## config.mk

```make
export PLATFORM = sky130hd
export DESIGN_NAME = gf13_inverter_flat
export DESIGN_NICKNAME = d
export VERILOG_FILES = /design/src/rtl/gf13_inv_if.sv /design/src/rtl/gf13_inverter.sv /design/src/flat_wrapper.sv
export SDC_FILE = /design/constraint.sdc
export NUM_CORES = 1
export LEC_CHECK = 0
export CAP_MARGIN = 20
export CORE_ASPECT_RATIO = 0.7
export CORE_MARGIN = 1.5
export CORE_UTILIZATION = 50
export CTS_BUF_LIST = sky130_fd_sc_hd__clkbuf_16
export DETAILED_ROUTE_END_ITERATION = 7
export DONT_BUFFER_PORTS = 1
export PLACE_DENSITY_LB_ADDON = 0.15
export SYNTH_ARGS = -nofsm -noshare
export SYNTH_HDL_FRONTEND = slang
export SYNTH_SLANG_ARGS = --single-unit
```

## constraint.sdc

```tcl
create_clock -name clk -period 7.5 [get_ports clk]
set_clock_uncertainty 0.2 [all_clocks]
set_input_delay 1.875 -clock clk [delete_from_list [all_inputs] [get_ports clk]]
set_output_delay 1.875 -clock clk [all_outputs]
set_load 0.01 [all_outputs]
```

## src/rtl/gf13_inv_if.sv

```systemverilog
// Handshake bundle for the GF(2^13) inverter: operand in, result/zero flag out, busy status.
interface gf13_inv_if #(parameter int M = 13);
  logic         in_valid;
  logic         in_ready;
  logic [M-1:0] a_in;
  logic         out_valid;
  logic         out_ready;
  logic [M-1:0] inv_out;
  logic         zero_err;
  logic         busy;

  modport master (
    output in_valid, a_in, out_ready,
    input  in_ready, out_valid, inv_out, zero_err, busy
  );

  modport slave (
    input  in_valid, a_in, out_ready,
    output in_ready, out_valid, inv_out, zero_err, busy
  );
endinterface

```

## src/rtl/gf13_inverter.sv

```systemverilog
// GF(2^13) PB inverter, a^-1 = a^(2^13-2) via 12 square+multiply rounds.
// Define GF13_INV_PARALLEL_MUL_EN for a single-cycle combinational multiply step.
module gf13_inverter #(
  parameter int           M    = 13,
  parameter logic [M-1:0] POLY = 13'h001B
) (
  input  logic       clk,
  input  logic       rst,
  gf13_inv_if.slave  bus
);

  typedef enum logic [1:0] {IDLE, SQR, MUL, DONE} state_t;

  // Multiply by x, folding x^13 back in as POLY.
  function automatic logic [M-1:0] xtime(input logic [M-1:0] v);
    return {v[M-2:0], 1'b0} ^ (v[M-1] ? POLY : '0);
  endfunction

  function automatic logic [M-1:0] mul_step(input logic [M-1:0] acc,
                                            input logic [M-1:0] s,
                                            input logic         b);
    return xtime(acc) ^ (b ? s : '0);
  endfunction

  function automatic logic [M-1:0] gf_mul(input logic [M-1:0] a, input logic [M-1:0] b);
    logic [M-1:0] acc;
    acc = '0;
    for (int i = M - 1; i >= 0; i--) acc = mul_step(acc, a, b[i]);
    return acc;
  endfunction

  state_t       state_q, state_d;
  logic [M-1:0] s_q, s_d;
  logic [M-1:0] r_q, r_d;
  logic [3:0]   round_q, round_d;
  logic         zero_q, zero_d;
  logic [M-1:0] inv_q, inv_d;
  logic         zerr_q, zerr_d;

`ifdef GF13_INV_PARALLEL_MUL_EN
  logic [M-1:0] pp [0:M];

  assign pp[0] = '0;
  generate
    for (genvar gi = 0; gi < M; gi++) begin : g_pp
      assign pp[gi+1] = mul_step(pp[gi], s_q, r_q[M-1-gi]);
    end
  endgenerate
`else
  logic [M-1:0] acc_q, acc_d;
  logic [3:0]   bit_q, bit_d;
  logic [M-1:0] acc_step;

  assign acc_step = mul_step(acc_q, s_q, r_q[bit_q]);
`endif

  always_comb begin
    state_d = state_q;
    s_d     = s_q;
    r_d     = r_q;
    round_d = round_q;
    zero_d  = zero_q;
    inv_d   = inv_q;
    zerr_d  = zerr_q;
`ifndef GF13_INV_PARALLEL_MUL_EN
    acc_d   = acc_q;
    bit_d   = bit_q;
`endif
    case (state_q)
      IDLE: begin
        if (bus.in_valid) begin
          s_d     = bus.a_in;
          r_d     = 13'h0001;
          round_d = '0;
          zero_d  = (bus.a_in == '0);
          state_d = SQR;
        end
      end
      SQR: begin
        s_d     = gf_mul(s_q, s_q);
        state_d = MUL;
`ifndef GF13_INV_PARALLEL_MUL_EN
        acc_d   = '0;
        bit_d   = 4'd12;
`endif
      end
      MUL: begin
`ifdef GF13_INV_PARALLEL_MUL_EN
        r_d = pp[M];
        if (round_q == 4'd11) begin
          state_d = DONE;
          inv_d   = pp[M];
          zerr_d  = zero_q;
        end else begin
          round_d = round_q + 4'd1;
          state_d = SQR;
        end
`else
        acc_d = acc_step;
        if (bit_q == 4'd0) begin
          r_d = acc_step;
          if (round_q == 4'd11) begin
            state_d = DONE;
            inv_d   = acc_step;
            zerr_d  = zero_q;
          end else begin
            round_d = round_q + 4'd1;
            state_d = SQR;
          end
        end else begin
          bit_d = bit_q - 4'd1;
        end
`endif
      end
      DONE: begin
        if (bus.out_ready) state_d = IDLE;
      end
      default: state_d = IDLE;
    endcase
  end

  always_ff @(posedge clk or posedge rst) begin
    if (rst) begin
      state_q <= IDLE;
      s_q     <= '0;
      r_q     <= '0;
      round_q <= '0;
      zero_q  <= 1'b0;
      inv_q   <= '0;
      zerr_q  <= 1'b0;
`ifndef GF13_INV_PARALLEL_MUL_EN
      acc_q   <= '0;
      bit_q   <= '0;
`endif
    end else begin
      state_q <= state_d;
      s_q     <= s_d;
      r_q     <= r_d;
      round_q <= round_d;
      zero_q  <= zero_d;
      inv_q   <= inv_d;
      zerr_q  <= zerr_d;
`ifndef GF13_INV_PARALLEL_MUL_EN
      acc_q   <= acc_d;
      bit_q   <= bit_d;
`endif
    end
  end

  assign bus.in_ready  = (state_q == IDLE);
  assign bus.out_valid = (state_q == DONE);
  assign bus.busy      = (state_q == SQR) || (state_q == MUL);
  assign bus.inv_out   = inv_q;
  assign bus.zero_err  = zerr_q;

endmodule

```

## src/flat_wrapper.sv

```systemverilog
// flat-port wrapper written by rule: the top's interface ports become plain ports
module gf13_inverter_flat 
#(
  parameter int           M    = 13,
  parameter logic [M-1:0] POLY = 13'h001B
)
  (clk, rst, bus_in_valid, bus_a_in, bus_out_ready, bus_in_ready, bus_out_valid, bus_inv_out, bus_zero_err, bus_busy);
  gf13_inv_if #(.M(M)) bus_i ();
  input  logic clk;
  input  logic rst;
  input wire logic [$bits(bus_i.in_valid)-1:0] bus_in_valid;
  input wire logic [$bits(bus_i.a_in)-1:0] bus_a_in;
  input wire logic [$bits(bus_i.out_ready)-1:0] bus_out_ready;
  output wire logic [$bits(bus_i.in_ready)-1:0] bus_in_ready;
  output wire logic [$bits(bus_i.out_valid)-1:0] bus_out_valid;
  output wire logic [$bits(bus_i.inv_out)-1:0] bus_inv_out;
  output wire logic [$bits(bus_i.zero_err)-1:0] bus_zero_err;
  output wire logic [$bits(bus_i.busy)-1:0] bus_busy;
  assign bus_i.in_valid = bus_in_valid;
  assign bus_i.a_in = bus_a_in;
  assign bus_i.out_ready = bus_out_ready;
  assign bus_in_ready = bus_i.in_ready;
  assign bus_out_valid = bus_i.out_valid;
  assign bus_inv_out = bus_i.inv_out;
  assign bus_zero_err = bus_i.zero_err;
  assign bus_busy = bus_i.busy;
  gf13_inverter #(.M(M), .POLY(POLY)) u_core (.clk(clk), .rst(rst), .bus(bus_i));
endmodule
```

-- Word level (Yosys, flattened, before mapping)
Cells that the tools add are included.
- bits in registers: 64
- word-level logic and storage cells: 107
- add/sub/neg operators: 2
- order comparisons: 1
- eq/ne operators: 9
- multiplexer cells: 46
- bitwise operators: 26
- reductions and logical operators: 14
- operators by type and width (operator ; count):
    $xor A13 B13 Y13 ; 26
    $mux W13 ; 17
    $pmux W13 S2 ; 3
    $mux W5 ; 13
    $mux W4 ; 4
    $pmux W4 S2 ; 2
    $logic_not A13 Y1 ; 1
    $reduce_and A3 Y1 ; 3
    $mux W2 ; 4
    $ne A2 B2 Y1 const B ; 4
    $pmux W2 S4 ; 1
    $reduce_and A2 Y1 ; 3
    $reduce_bool A2 Y1 ; 3
    $lt A4 B5 Y1 const B ; 1
    $add A4 B1 Y4 const B ; 1
    $bmux W1 S4 ; 1
    $eq A2 B2 Y1 const B ; 2
    $eq A4 B4 Y1 const B ; 1
    $logic_not A4 Y1 ; 1
    $reduce_and A4 Y1 ; 1
    $sub A4 B1 Y4 const B ; 1
    $eq A2 B1 Y1 const B ; 1
    $logic_not A2 Y1 ; 1
    $ne A2 B1 Y1 const B ; 1
    2 further kinds ; 2

-- Longest topological paths before layout
- word-level depth: 38
- depth in mapped cells: 9
- depth with buffers taken out: 7

-- Worst setup path after synthesis
No wires, ideal clock.
- kind: input port to flip-flop
- from: input port bus_in_valid
- to: register u_core.r_q[10]
- setup time: 70 ps
- arrival time: 3021 ps
- data required time: 7230 ps
- slack: 4209 ps
- stages on the path: 6
- buffers on the path: 1
- cells stage by stage: nand2b_1 -> o211ai_1 -> nor2_1 -> clkbuf_1 -> nand3_1 -> nand3_1
- word-level cells in the longest chain between the ends: 2
- RTL lines (item ; line ; text):
    start: declaration ; flat_wrapper.sv:11 ; input wire logic [$bits(bus_i.in_valid)-1:0] bus_in_valid;
    $ne A2 B2 Y1 (no source line) ; -- ;
    $reduce_and A3 Y1 (no source line) ; -- ;
    end signal: assignment ; gf13_inverter.sv:138 ; r_q <= r_d;
    end: declaration ; gf13_inverter.sv:34 ; logic [M-1:0] r_q, r_d;
Every way passes these cells.
A chain may end at the register's enable or synchronous reset.

-- Final worst setup path
- from: register u_core.state_q[0]
- to: output port bus_busy
- word-level cells in the longest chain between the ends: 2
- elaborated cells between the ends (all ways): 3
- classes of those cells: eq/ne: 2; reduce/logical: 1
- RTL lines (item ; line ; text):
    start: declaration ; gf13_inverter.sv:32 ; state_t state_q, state_d;
    start signal: assignment ; gf13_inverter.sv:136 ; state_q <= state_d;
    $eq A2 B1 Y1 or $eq A2 B2 Y1 (tied branches) ; gf13_inverter.sv:152 ; assign bus.busy = (state_q == SQR) || (state_q == MUL);
    $logic_or A1 B1 Y1 * ; gf13_inverter.sv:152 ;
    end: declaration ; flat_wrapper.sv:18 ; output wire logic [$bits(bus_i.busy)-1:0] bus_busy;
Mark *: on every way between the ends. The rest lies on a longest branch, timed or not.

==> reports/results.txt <==
status -> finished, final reports clean
Post-synth EDFFs -> 0
Synth async-reset ratio -> 100%
CP arrival -> 1250 ps
Net Count, Synth -> 447
CTS buffer count -> 9
WP data required -> 5430 ps
Peak Freq -> 301 MHz
pwr/cell area -> 425 mW/mm2
via count -> 3050
drt first pass iters -> 5
Total Wirelength -> 8.96 mm
headroom to the max-slew limit -> 34.8%
gr usage total -> 23.7%
share of cells above drive strength 1 -> 8.92%
setup violators final -> 0
Final nets -> 434
largest net degree at the start of global routing -> 65
TNS Setup -> 0 ps
first-pass GRT wire length -> 15.2 mm
max incr delay on CP -> 420 ps
Die Area -> 0.00831 mm2
met2 wire len -> 4.03 mm
Reg area -> 0.00160 mm2
Area growth, synth to finish -> 8.03%
vias per cell -> 5.95
GRT Residual Overflow -> 0
crit path cell chain -> inv_1 > ha_1
Multi-input gate area -> 0.00208 mm2
vias in the first global route -> 3002
#FFs+latches synth -> 64
per-cell routed wire length -> 17.5 um
Final Hold Fails -> 0
Slew Viols, Final -> 0
Mapped Avg Cell Area -> 9.15 um2
CP Capture Type -> output pin
WP buf/inv -> 1
Top Family by Delay on Critical Path -> flip-flops
Clock Latency Late Sink -> 330 ps
top sig layer -> met4
Core Area -> 0.00742 mm2
Placed Cells -> 497
root buffer cell -> clkbuf_16
Die X -> 108 um
H-tree levels -> 3
initial antenna violation count -> 0
unrepaired setup endpoints after global routing -> false
prevailing post-synth register cell -> dfrtp_1
Worst setup SP type -> register
VDD IR max -> 0.193 mV
Post-CTS Resized -> 0
Row Count -> 26
clock buffer depth -> 2
Ant. Diodes -> 0
Reg clk slew, reported paths -> 60 ps
Post-CTS Setup Bufs -> 0
antenna-violating nets left -> 0
WL met3 -> 546 um
measured slew at the worst slew-check pin -> 974 ps
DR DRC count -> 0
Non-Filler Instances -> 513
PortBufs -> 0
Synth Instances -> 424
leakage power -> 1.83 nW
CP max FO -> 5
# IOs -> 34
# hold bufs at CTS -> 0
met1 WL -> 4.29 mm
Synth Warn # -> 0
Hold WC Path Type -> reg2reg
CTS tree -> built
chip height -> 76.7 um
Tcrit/Tclk final -> 44.3%
Initial Util -> 52.3%
Final HPWL DP -> 6.17 mm
GPL Wtd Cong -> 0.784
crit path kind -> reg2out
TritonCTS Sinks -> 64
Starting DRT DRC Count -> 175
register area share after synthesis -> 41.3%
Layout fillers -> 654
Mapped Area -> 0.00388 mm2
maxcap violations -> 0
Final Critical Period -> 3320 ps
slowest CP cell -> dfrtp_1
Yosys cell types -> 48
-- cells in the mapped netlist, types with 12 or more instances --
library cell  instances  area (um2)
clkbuf_1             20        75.1
dfrtp_1              64        1600
nand3_1              23         115
mux2i_1              23         230
nor2b_1              20         125
a21oi_1              13        65.1
nor2_1               22        82.6
nand2_1              73         274
inv_1                14        52.6
o21ai_0              19        95.1
mux2_2               12         135
xnor2_1              20         175
-- worst min-delay path, stage by stage, from the launching register on --
cell	delay (ps)
dfrtp_1	340
nand2_1	40
o21ai_0	60
-- layout make-up --
type,instances,share of cell area [%]
multi-input combinational,316,49.7
sequential,64,38.2
clock buffer,9,5.37
tap,98,2.92
inverter,15,1.34
clock inverter,6,1.28
timing repair buffer,5,1.19
-- sequential cells by signal, summed over array words and instances (netlist names) --
signal               count
u_core.acc_q            13
u_core.r_q              13
u_core.zero_q            1
u_core.bit_q             4
u_core.bus.inv_out      13
u_core.s_q              13
u_core.bus.zero_err      1
u_core.state_q           2
u_core.round_q           4
-- metrics by stage --
step / hold slack (ps) / area (um2) / power, W / utilization (%) / worst slack, ps
finish: 279 / 4190 / 0.00178 / 56.5 / 4180
global route: 330 / 4190 / 0.00191 / 56.5 / 4100
CTS: 283 / 4170 / 0.00178 / 56.3 / 4180
detailed placement: 271 / 3890 / 0.00138 / 52.5 / 4200
global placement: 261 / 3890 / 0.00135 / 52.5 / 4250
floorplan: 244 / 3880 / 0.00121 / - / 3830
-- power breakdown --
group	internal, W	total, W	leakage (nW)	switching (W)
sequential	0.000448	0.000604	0.846	0.000157
clock	0.000251	0.000395	0.141	0.000144
combinational	0.000318	0.000781	0.842	0.000464
total	0.00102	0.00178	1.83	0.000765
-- path summary, 6_finish.rpt --
path | start | to | slack (ps) | cells past startpoint
max | u_core.state_q[0]$_DFFE_PP0P_ | bus_busy | 4180 | 2
min | u_core.zero_q$_DFFE_PP0P_ | u_core.zero_q$_DFFE_PP0P_ | 280 | 2
max reg2reg | u_core.state_q[0]$_DFFE_PP0P_ | u_core.acc_q[12]$_DFFE_PP0P_ | 4430 | 8
min reg2reg | u_core.zero_q$_DFFE_PP0P_ | u_core.zero_q$_DFFE_PP0P_ | 280 | 2
max in group asynchronous | rst | u_core.s_q[7]$_DFFE_PP0P_ | 5080 | 2
min in group asynchronous | rst | u_core.state_q[1]$_DFFE_PP0P_ | 1450 | 2
-- per-layer routing --
metal | track usage, % | vias up
met5 | 0 | -
met4 | 6.84 | 0
met3 | 7.14 | 10
met2 | 34.9 | 78
met1 | 33.8 | 1490
li1 | - | 1472
-- cells by family (layout without fill, tap and decap cells) --
logic type                 after synthesis  after routing  synth area share [%]
muxes                                   37             37                  10.6
xor gates and xnor gates                22             22                  4.96
and+or+nand+nor                        169            169                  21.1
AOI/OAI and AO/OA                       82             82                  15.0
buffers and inverters                   44             35                  5.19
adders and majority gates                6              6                  1.93
DFF                                     64             64                  41.3
-- cells in the final DEF (no fill, tap or decap), types with 12 or more instances in the layout --
| master | n |
|---|---|
| nor2b_1 | 20 |
| nand3_1 | 23 |
| nand2_1 | 73 |
| dfrtp_1 | 64 |
| nor2_1 | 22 |
| inv_1 | 15 |
| a21oi_1 | 13 |
| o21ai_0 | 19 |
| mux2i_1 | 23 |
| xnor2_1 | 20 |
| mux2_2 | 12 |
No activity file was read; power rests on OpenSTA's default activity.
